--- src/rtl/mini_fir_serial_pkg.sv ---
// Shared definitions for the mini DSP FIR filter.
//   - Default width constants, also used by the neighbouring mini DSP blocks.
//   - FSM state encoding for the serial FIR controller.
package mini_fir_serial_pkg;

  // Default widths shared across the mini DSP datapath.
  localparam int unsigned FirDataW  = 8;
  localparam int unsigned FirCoeffW = 8;
  localparam int unsigned FirTaps   = 8;

  // Controller states; encodings are fixed so other blocks can decode o_busy phases.
  typedef enum logic [1:0] {
    StIdle = 2'd0,
    StMac  = 2'd1,
    StOut  = 2'd2
  } fir_state_e;

endpackage

--- src/rtl/mini_fir_mac_unit.sv ---
// Single multiply-accumulate step of the serial FIR filter.
// Purely combinational: acc_out = acc_in + sample * coeff, modulo 2^ACC_W.
// The signed/unsigned operand extension rules live here and nowhere else.
//
// Ports:
//   sample   in  DATA_W   delay-line sample
//   coeff    in  COEFF_W  coefficient
//   acc_in   in  ACC_W    running accumulator
//   acc_out  out ACC_W    accumulator plus product
//
// ACC_W must be greater than DATA_W + COEFF_W.
module mini_fir_mac_unit #(
  parameter int unsigned DATA_W  = 8,
  parameter int unsigned COEFF_W = 8,
  parameter int unsigned ACC_W   = 19,
  parameter int unsigned SIGNED  = 0
) (
  input  logic [DATA_W-1:0]  sample,
  input  logic [COEFF_W-1:0] coeff,
  input  logic [ACC_W-1:0]   acc_in,
  output logic [ACC_W-1:0]   acc_out
);

  localparam int unsigned ProdW = DATA_W + COEFF_W;

  logic [ProdW-1:0] sample_ext;
  logic [ProdW-1:0] coeff_ext;
  logic [ProdW-1:0] prod;
  logic [ACC_W-1:0] prod_ext;

  if (SIGNED != 0) begin : g_signed
    // The low ProdW bits of a product of sign-extended operands are the exact two's-complement
    // product, since any DATA_W x COEFF_W signed product fits in ProdW bits.
    assign sample_ext = {{COEFF_W{sample[DATA_W-1]}}, sample};
    assign coeff_ext  = {{DATA_W{coeff[COEFF_W-1]}}, coeff};
    assign prod_ext   = {{(ACC_W-ProdW){prod[ProdW-1]}}, prod};
  end else begin : g_unsigned
    assign sample_ext = {{COEFF_W{1'b0}}, sample};
    assign coeff_ext  = {{DATA_W{1'b0}}, coeff};
    assign prod_ext   = {{(ACC_W-ProdW){1'b0}}, prod};
  end

  assign prod    = sample_ext * coeff_ext;
  assign acc_out = acc_in + prod_ext;

endmodule

--- src/rtl/mini_fir_serial.sv ---
// Time-multiplexed FIR filter with one shared multiply-accumulate unit.
//
// One sample is accepted in IDLE, then TAPS products are accumulated one per cycle in MAC, and
// the result is offered in OUT until downstream takes it. x[0] is always the newest sample and is
// weighted by c[0].
//
// Optional feature (macro MINI_FIR_FLUSH_EN): adds i_flush, which zeroes the delay line when the
// block is idle. A flush in the same cycle as a presented sample wins and the sample is not taken.
//
// Ports:
//   clk      in   1             clock
//   rst_n    in   1             asynchronous active-low reset
//   i_valid  in   1             input sample valid
//   o_ready  out  1             block can accept a sample (IDLE only)
//   i_data   in   DATA_W        input sample
//   i_cwe    in   1             coefficient write enable (honoured in IDLE only)
//   i_caddr  in   $clog2(TAPS)  coefficient index
//   i_cdata  in   COEFF_W       coefficient value
//   i_flush  in   1             delay-line flush (MINI_FIR_FLUSH_EN only)
//   o_valid  out  1             result valid
//   i_ready  in   1             downstream accepts result
//   o_data   out  ACC_W         filter output, holds last result
//   o_busy   out  1             controller is in MAC or OUT
module mini_fir_serial
  import mini_fir_serial_pkg::*;
#(
  parameter int unsigned DATA_W  = FirDataW,
  parameter int unsigned COEFF_W = FirCoeffW,
  parameter int unsigned TAPS    = FirTaps,
  parameter int unsigned SIGNED  = 0,
  parameter int unsigned ACC_W   = DATA_W + COEFF_W + $clog2(TAPS)
) (
  input  logic                    clk,
  input  logic                    rst_n,
  input  logic                    i_valid,
  output logic                    o_ready,
  input  logic [DATA_W-1:0]       i_data,
  input  logic                    i_cwe,
  input  logic [$clog2(TAPS)-1:0] i_caddr,
  input  logic [COEFF_W-1:0]      i_cdata,
`ifdef MINI_FIR_FLUSH_EN
  input  logic                    i_flush,
`endif
  output logic                    o_valid,
  input  logic                    i_ready,
  output logic [ACC_W-1:0]        o_data,
  output logic                    o_busy
);

  localparam int unsigned IdxW = $clog2(TAPS);
  localparam logic [IdxW:0] TapsW = (IdxW + 1)'(TAPS);
  localparam logic [IdxW-1:0] LastIdx = IdxW'(TAPS - 1);

  fir_state_e state_q, state_d;

  logic [DATA_W-1:0]  x_q [TAPS];
  logic [COEFF_W-1:0] c_q [TAPS];
  logic [ACC_W-1:0]   acc_q;
  logic [ACC_W-1:0]   acc_next;
  logic [ACC_W-1:0]   o_data_q;
  logic [IdxW-1:0]    idx_q;
  logic               o_valid_q;

  logic idle;
  logic flush;
  logic accept;
  logic coef_we;
  logic last_tap;

  assign idle = (state_q == StIdle);

`ifdef MINI_FIR_FLUSH_EN
  assign flush = idle && i_flush;
`else
  assign flush = 1'b0;
`endif

  // Flush takes priority over a presented sample, so ready is withdrawn for that cycle.
  assign o_ready  = idle && !flush;
  assign accept   = o_ready && i_valid;
  // Out-of-range indices are dropped; the compare folds away when TAPS is a power of two.
  assign coef_we  = idle && i_cwe && ({1'b0, i_caddr} < TapsW);
  assign last_tap = (idx_q == LastIdx);

  assign o_valid = o_valid_q;
  assign o_data  = o_data_q;
  assign o_busy  = !idle;

  mini_fir_mac_unit #(
    .DATA_W  (DATA_W),
    .COEFF_W (COEFF_W),
    .ACC_W   (ACC_W),
    .SIGNED  (SIGNED)
  ) u_mac (
    .sample  (x_q[idx_q]),
    .coeff   (c_q[idx_q]),
    .acc_in  (acc_q),
    .acc_out (acc_next)
  );

  // Next-state logic.
  always_comb begin
    state_d = state_q;
    case (state_q)
      StIdle: if (accept)   state_d = StMac;
      StMac:  if (last_tap) state_d = StOut;
      StOut:  if (i_ready)  state_d = StIdle;
      default:              state_d = StIdle;
    endcase
  end

  always_ff @(posedge clk or negedge rst_n) begin
    if (!rst_n) begin
      state_q <= StIdle;
    end else begin
      state_q <= state_d;
    end
  end

  // Accumulator, tap index and output register.
  always_ff @(posedge clk or negedge rst_n) begin
    if (!rst_n) begin
      acc_q     <= '0;
      idx_q     <= '0;
      o_data_q  <= '0;
      o_valid_q <= 1'b0;
    end else begin
      case (state_q)
        StIdle: begin
          if (accept) begin
            acc_q <= '0;
            idx_q <= '0;
          end
        end
        StMac: begin
          acc_q <= acc_next;
          idx_q <= idx_q + IdxW'(1);
          if (last_tap) begin
            o_data_q  <= acc_next;
            o_valid_q <= 1'b1;
          end
        end
        StOut: begin
          if (i_ready) begin
            o_valid_q <= 1'b0;
          end
        end
        default: begin
          o_valid_q <= 1'b0;
        end
      endcase
    end
  end

  // Sample delay line: x[0] is the newest sample.
  always_ff @(posedge clk or negedge rst_n) begin
    if (!rst_n) begin
      for (int k = 0; k < TAPS; k++) begin
        x_q[k] <= '0;
      end
    end else if (flush) begin
      for (int k = 0; k < TAPS; k++) begin
        x_q[k] <= '0;
      end
    end else if (accept) begin
      for (int k = TAPS - 1; k > 0; k--) begin
        x_q[k] <= x_q[k-1];
      end
      x_q[0] <= i_data;
    end
  end

  // Coefficient register file. A write coinciding with an accept is already in place when the
  // first product is formed, so it applies to that sample.
  always_ff @(posedge clk or negedge rst_n) begin
    if (!rst_n) begin
      for (int k = 0; k < TAPS; k++) begin
        c_q[k] <= '0;
      end
    end else if (coef_we) begin
      c_q[i_caddr] <= i_cdata;
    end
  end

endmodule
--- config.mk ---
export PLATFORM = sky130hd
export DESIGN_NAME = mini_fir_serial
export DESIGN_NICKNAME = d
export VERILOG_FILES = /design/src/rtl/mini_fir_serial_pkg.sv /design/src/rtl/mini_fir_mac_unit.sv /design/src/rtl/mini_fir_serial.sv
export SDC_FILE = /design/constraint.sdc
export NUM_CORES = 1
export LEC_CHECK = 0
export CORE_AREA = 2 2 155 157
export CTS_CLUSTER_DIAMETER = 50
export CTS_CLUSTER_SIZE = 16
export DETAILED_ROUTE_END_ITERATION = 16
export DIE_AREA = 0 0 157 159
export SLEW_MARGIN = 20
export SYNTH_ARGS = -nofsm -noshare
export SYNTH_HDL_FRONTEND = slang
export SYNTH_HIERARCHICAL = 1
export SYNTH_SLANG_ARGS = --single-unit
--- constraint.sdc ---
create_clock -name clk -period 5.58 [get_ports clk]
set_input_delay 0.558 -clock clk [delete_from_list [all_inputs] [get_ports clk]]
set_output_delay 0.558 -clock clk [all_outputs]
set_load 0.02 [all_outputs]
==> results.rst <==
.. list-table::
   :header-rows: 1

   * - Metric
     - Value
   * - Number of flip-flops and latches in the synthesized netlist
     - 172
   * - Required time at the endpoint of the critical path
     - roughly 5.9 ns
   * - Type of origin of the critical path
     - register
   * - Total wire length
     - roughly 21 mm
   * - RSZ-0062 raised after global routing
     - true
   * - Die Outline Area
     - 25000 um2
   * - Slew headroom
     - approximately a third
   * - 1st-pass router iterations
     - 6
   * - Width of the chip
     - roughly 160 um
   * - Run status
     - finished clean
   * - Final routed wire length divided by cell count
     - between 15 and 20 um
   * - Distinct cell type count after synthesis
     - 50
   * - Maximum clock frequency
     - 185 MHz
   * - Period minus WS final
     - 5.40 ns
   * - CP Max Fanout
     - 7
   * - Cts bufs inserted
     - 17
   * - Core region area
     - ~23000 um2
   * - Leading cell types by count after synthesis
     - sky130_fd_sc_hd__dfrtp_1, sky130_fd_sc_hd__mux2_2, sky130_fd_sc_hd__inv_1
   * - Synth Net Count
     - about 940
   * - Start-to-end type of the worst setup path
     - reg -> reg
   * - Number of cell instances on the worst register-to-register path
     - 18
   * - Count of flip-flops with a built-in enable after synthesis
     - 0
   * - Vias in the first global route
     - roughly 6500
   * - Die H
     - 159 um
   * - Share of layout cells above drive strength 1
     - 33.9%
   * - Number of DRC markers in iteration 0
     - around 230
   * - Clock-pin slew reported for the worst setup and hold paths after clock tree synthesis
     - 0.07 ns
   * - Fin crit share
     - a little over nine tenths
   * - Clock tree from TritonCTS
     - yes
   * - Effective utilization at floorplan
     - 44.5%
   * - Wire length of the first global-routing pass
     - between 30 and 40 mm
   * - Reg2Reg Launch Point
     - idx_q[0]$_DFFE_PN0P_
   * - Post-Route Skew
     - 0.0131 ns
   * - Share of synthesized registers carrying an async set or reset
     - 100%
   * - I/O pin count
     - 46
   * - Transition at the pin with the smallest max-transition slack
     - ~1 ns
   * - CP Capture Type
     - register
   * - Count of buffers inserted at the top-level ports
     - 45
   * - Max-cap check violation count
     - 0
   * - Clock root cell
     - sky130_fd_sc_hd__clkbuf_16
   * - Count of pins over their slew limit
     - 0
   * - Worst R2R Setup Slack
     - between 0.15 and 0.2 ns
   * - Primary FF master, synth
     - sky130_fd_sc_hd__dfrtp_1
   * - Total overflow reported by the global router
     - 0
   * - Layout overhead on the synthesized area
     - 18.1%
   * - FF-to-FF End
     - o_data[14]$_DFFE_PN0P_
   * - Worst Hold Class
     - in -> async
   * - Worst-Skew Late Latency
     - 0.43 ns
   * - Largest net degree at the start of global routing
     - 62
   * - Most common cell in the netlist
     - sky130_fd_sc_hd__dfrtp_1
   * - Setup-failing EPs final
     - 0
   * - Number of antenna violations at the first check in global routing
     - 0
   * - Number of hold violations in the final report
     - 0
   * - Routed vias/inst
     - just over 5
   * - Routed via count
     - 6284
   * - Final GP Congestion
     - 0.810
   * - Setup TNS Final
     - 0 ns
   * - Number of nets in the layout
     - about 1000
   * - Clock net sink count
     - 172
   * - Number of design rule violations left after detail routing
     - 0
   * - Cell row count
     - 56
   * - Most area-hungry cell type in the Yosys netlist
     - sky130_fd_sc_hd__dfrtp_1
   * - Post-synthesis cell count
     - 826
   * - Worst EP arrival
     - between 5 and 6 ns
   * - Post-DRT Antenna Nets
     - 0
   * - Instance area after placement
     - roughly 11000 um2
   * - Number of synthesis warnings
     - 6
   * - Top cell type's share of synthesized area
     - 41.7%
   * - Maximum buffer depth of the clock tree
     - 2
   * - DP Wirelength
     - roughly 14 mm
   * - Number of antenna cells inserted
     - 0
   * - Leading post-synthesis cells by cell area
     - sky130_fd_sc_hd__dfrtp_1, sky130_fd_sc_hd__mux2_2, sky130_fd_sc_hd__fa_1
   * - GRT Total Usage
     - between 15 and 20%
   * - # H-tree levels
     - 4
   * - Cell area after synthesis
     - around 10000 um2
   * - Register area share after synthesis
     - between 40% and 50%
   * - Post-Syn Area per Cell
     - approximately 12 um2
   * - Post-route standard cell area excluding fillers
     - around 12000 um2
[cell type report]
cell class / instances / area (um2)
Clock buffer: 19 / 443
Timing Repair Buffer: 80 / 841
Inverter: 94 / 353
Multi-Input combinational cell: 528 / 5690
Fill cell: 2000 / 11000
Clock inverter: 12 / 140
Tap cell: 319 / 399
Sequential cell: 172 / 4310
[layout by cell type (no fill, tap or decap), drive strengths merged, types with 3 or more instances in the layout]
cell,count
a21oi,11
and2,32
and3,3
buf,33
clkbuf,22
clkdlybuf4s50,44
clkinv,6
dfrtp,172
fa,50
ha,43
inv,97
mux2,163
mux4,32
nand2,86
nand2b,3
nand3,5
nor2,19
nor2b,3
nor3,5
o21a,3
o21ai,31
or4b,3
xnor2,8
[state kept, by name, indices dropped and copies added, names as in the netlist]
signal,cells
x_q,64
idx_q,3
c_q,64
o_data,19
o_valid,1
acc_q,19
state_q,2
[what timing repair did]
action                     4_1_cts  5_1_grt
buffers inserted                 0       13
hold endpoints to repair         0        0
gates resized for setup          0       47
hold buffers                     0        0
setup endpoints to repair        0       17
[cells by family after synthesis]
kind of cell | share of synthesized area [%]
adders and majority gates | 14.9
AOI/OAI and AO/OA | 3.98
xor gates and xnor gates | 0.849
buffers and inverters | 4.91
DFF | 41.7
muxes | 25.6
and+or+nand+nor | 8.02
[how the worst max path moves through the flow]
| stage | from | end | slack [ns] | cells past startpoint |
|---|---|---|---|---|
| 5_1_grt | idx_q[0]$_DFFE_PN0P_ | o_data[14]$_DFFE_PN0P_ | -0.03 | 18 |
| 6_report | idx_q[0]$_DFFE_PN0P_ | o_data[14]$_DFFE_PN0P_ | 0.18 | 18 |
| 3_3_place_gp | idx_q[0]$_DFFE_PN0P_ | o_data[16]$_DFFE_PN0P_ | 0.14 | 17 |
| 4_1_cts | idx_q[0]$_DFFE_PN0P_ | o_data[14]$_DFFE_PN0P_ | 0.06 | 16 |
| 2_1_floorplan | idx_q[0]$_DFFE_PN0P_ | o_data[16]$_DFFE_PN0P_ | 0.07 | 18 |
| 3_5_place_dp | idx_q[0]$_DFFE_PN0P_ | o_data[14]$_DFFE_PN0P_ | 0.08 | 17 |
[per-stage QoR]
stage | setup WS (ns) | hold WS (ns) | util (%) | cells
2_1_floorplan | 0.0658 | 0.262 | - | 826
3_3_place_gp | 0.135 | 0.485 | 48.3 | 1177
3_5_place_dp | 0.0820 | 0.491 | 48.3 | 1177
4_1_cts | 0.0607 | 0.0817 | 50.8 | 1208
5_1_grt | -0.0282 | 0.105 | 52.5 | 1224
6_report | 0.185 | 0.0725 | 52.5 | 1224
[layer usage]
metal	track usage, %	routed length [um]
met5	0	0
met4	4.84	355
met3	3.02	484
met2	27.5	9950
met1	25.1	10100
[critical path: stages (launching register included)]
cell,delay (ns)
sky130_fd_sc_hd__dfrtp_2,0.39
sky130_fd_sc_hd__buf_12,0.13
sky130_fd_sc_hd__buf_12,0.13
sky130_fd_sc_hd__mux4_2,0.48
sky130_fd_sc_hd__mux2_2,0.34
sky130_fd_sc_hd__and2_1,0.20
sky130_fd_sc_hd__fa_2,0.41
sky130_fd_sc_hd__fa_1,0.56
sky130_fd_sc_hd__inv_2,0.04
sky130_fd_sc_hd__fa_1,0.47
sky130_fd_sc_hd__fa_1,0.55
sky130_fd_sc_hd__inv_1,0.04
sky130_fd_sc_hd__ha_2,0.18
sky130_fd_sc_hd__a21o_1,0.22
sky130_fd_sc_hd__a31o_4,0.24
sky130_fd_sc_hd__o31ai_4,0.32
sky130_fd_sc_hd__o21bai_1,0.12
sky130_fd_sc_hd__xor2_1,0.18
sky130_fd_sc_hd__mux2_2,0.26
Power is not shown: default switching activity piles up to over one toggle a cycle in this logic, so the estimate is an artifact.
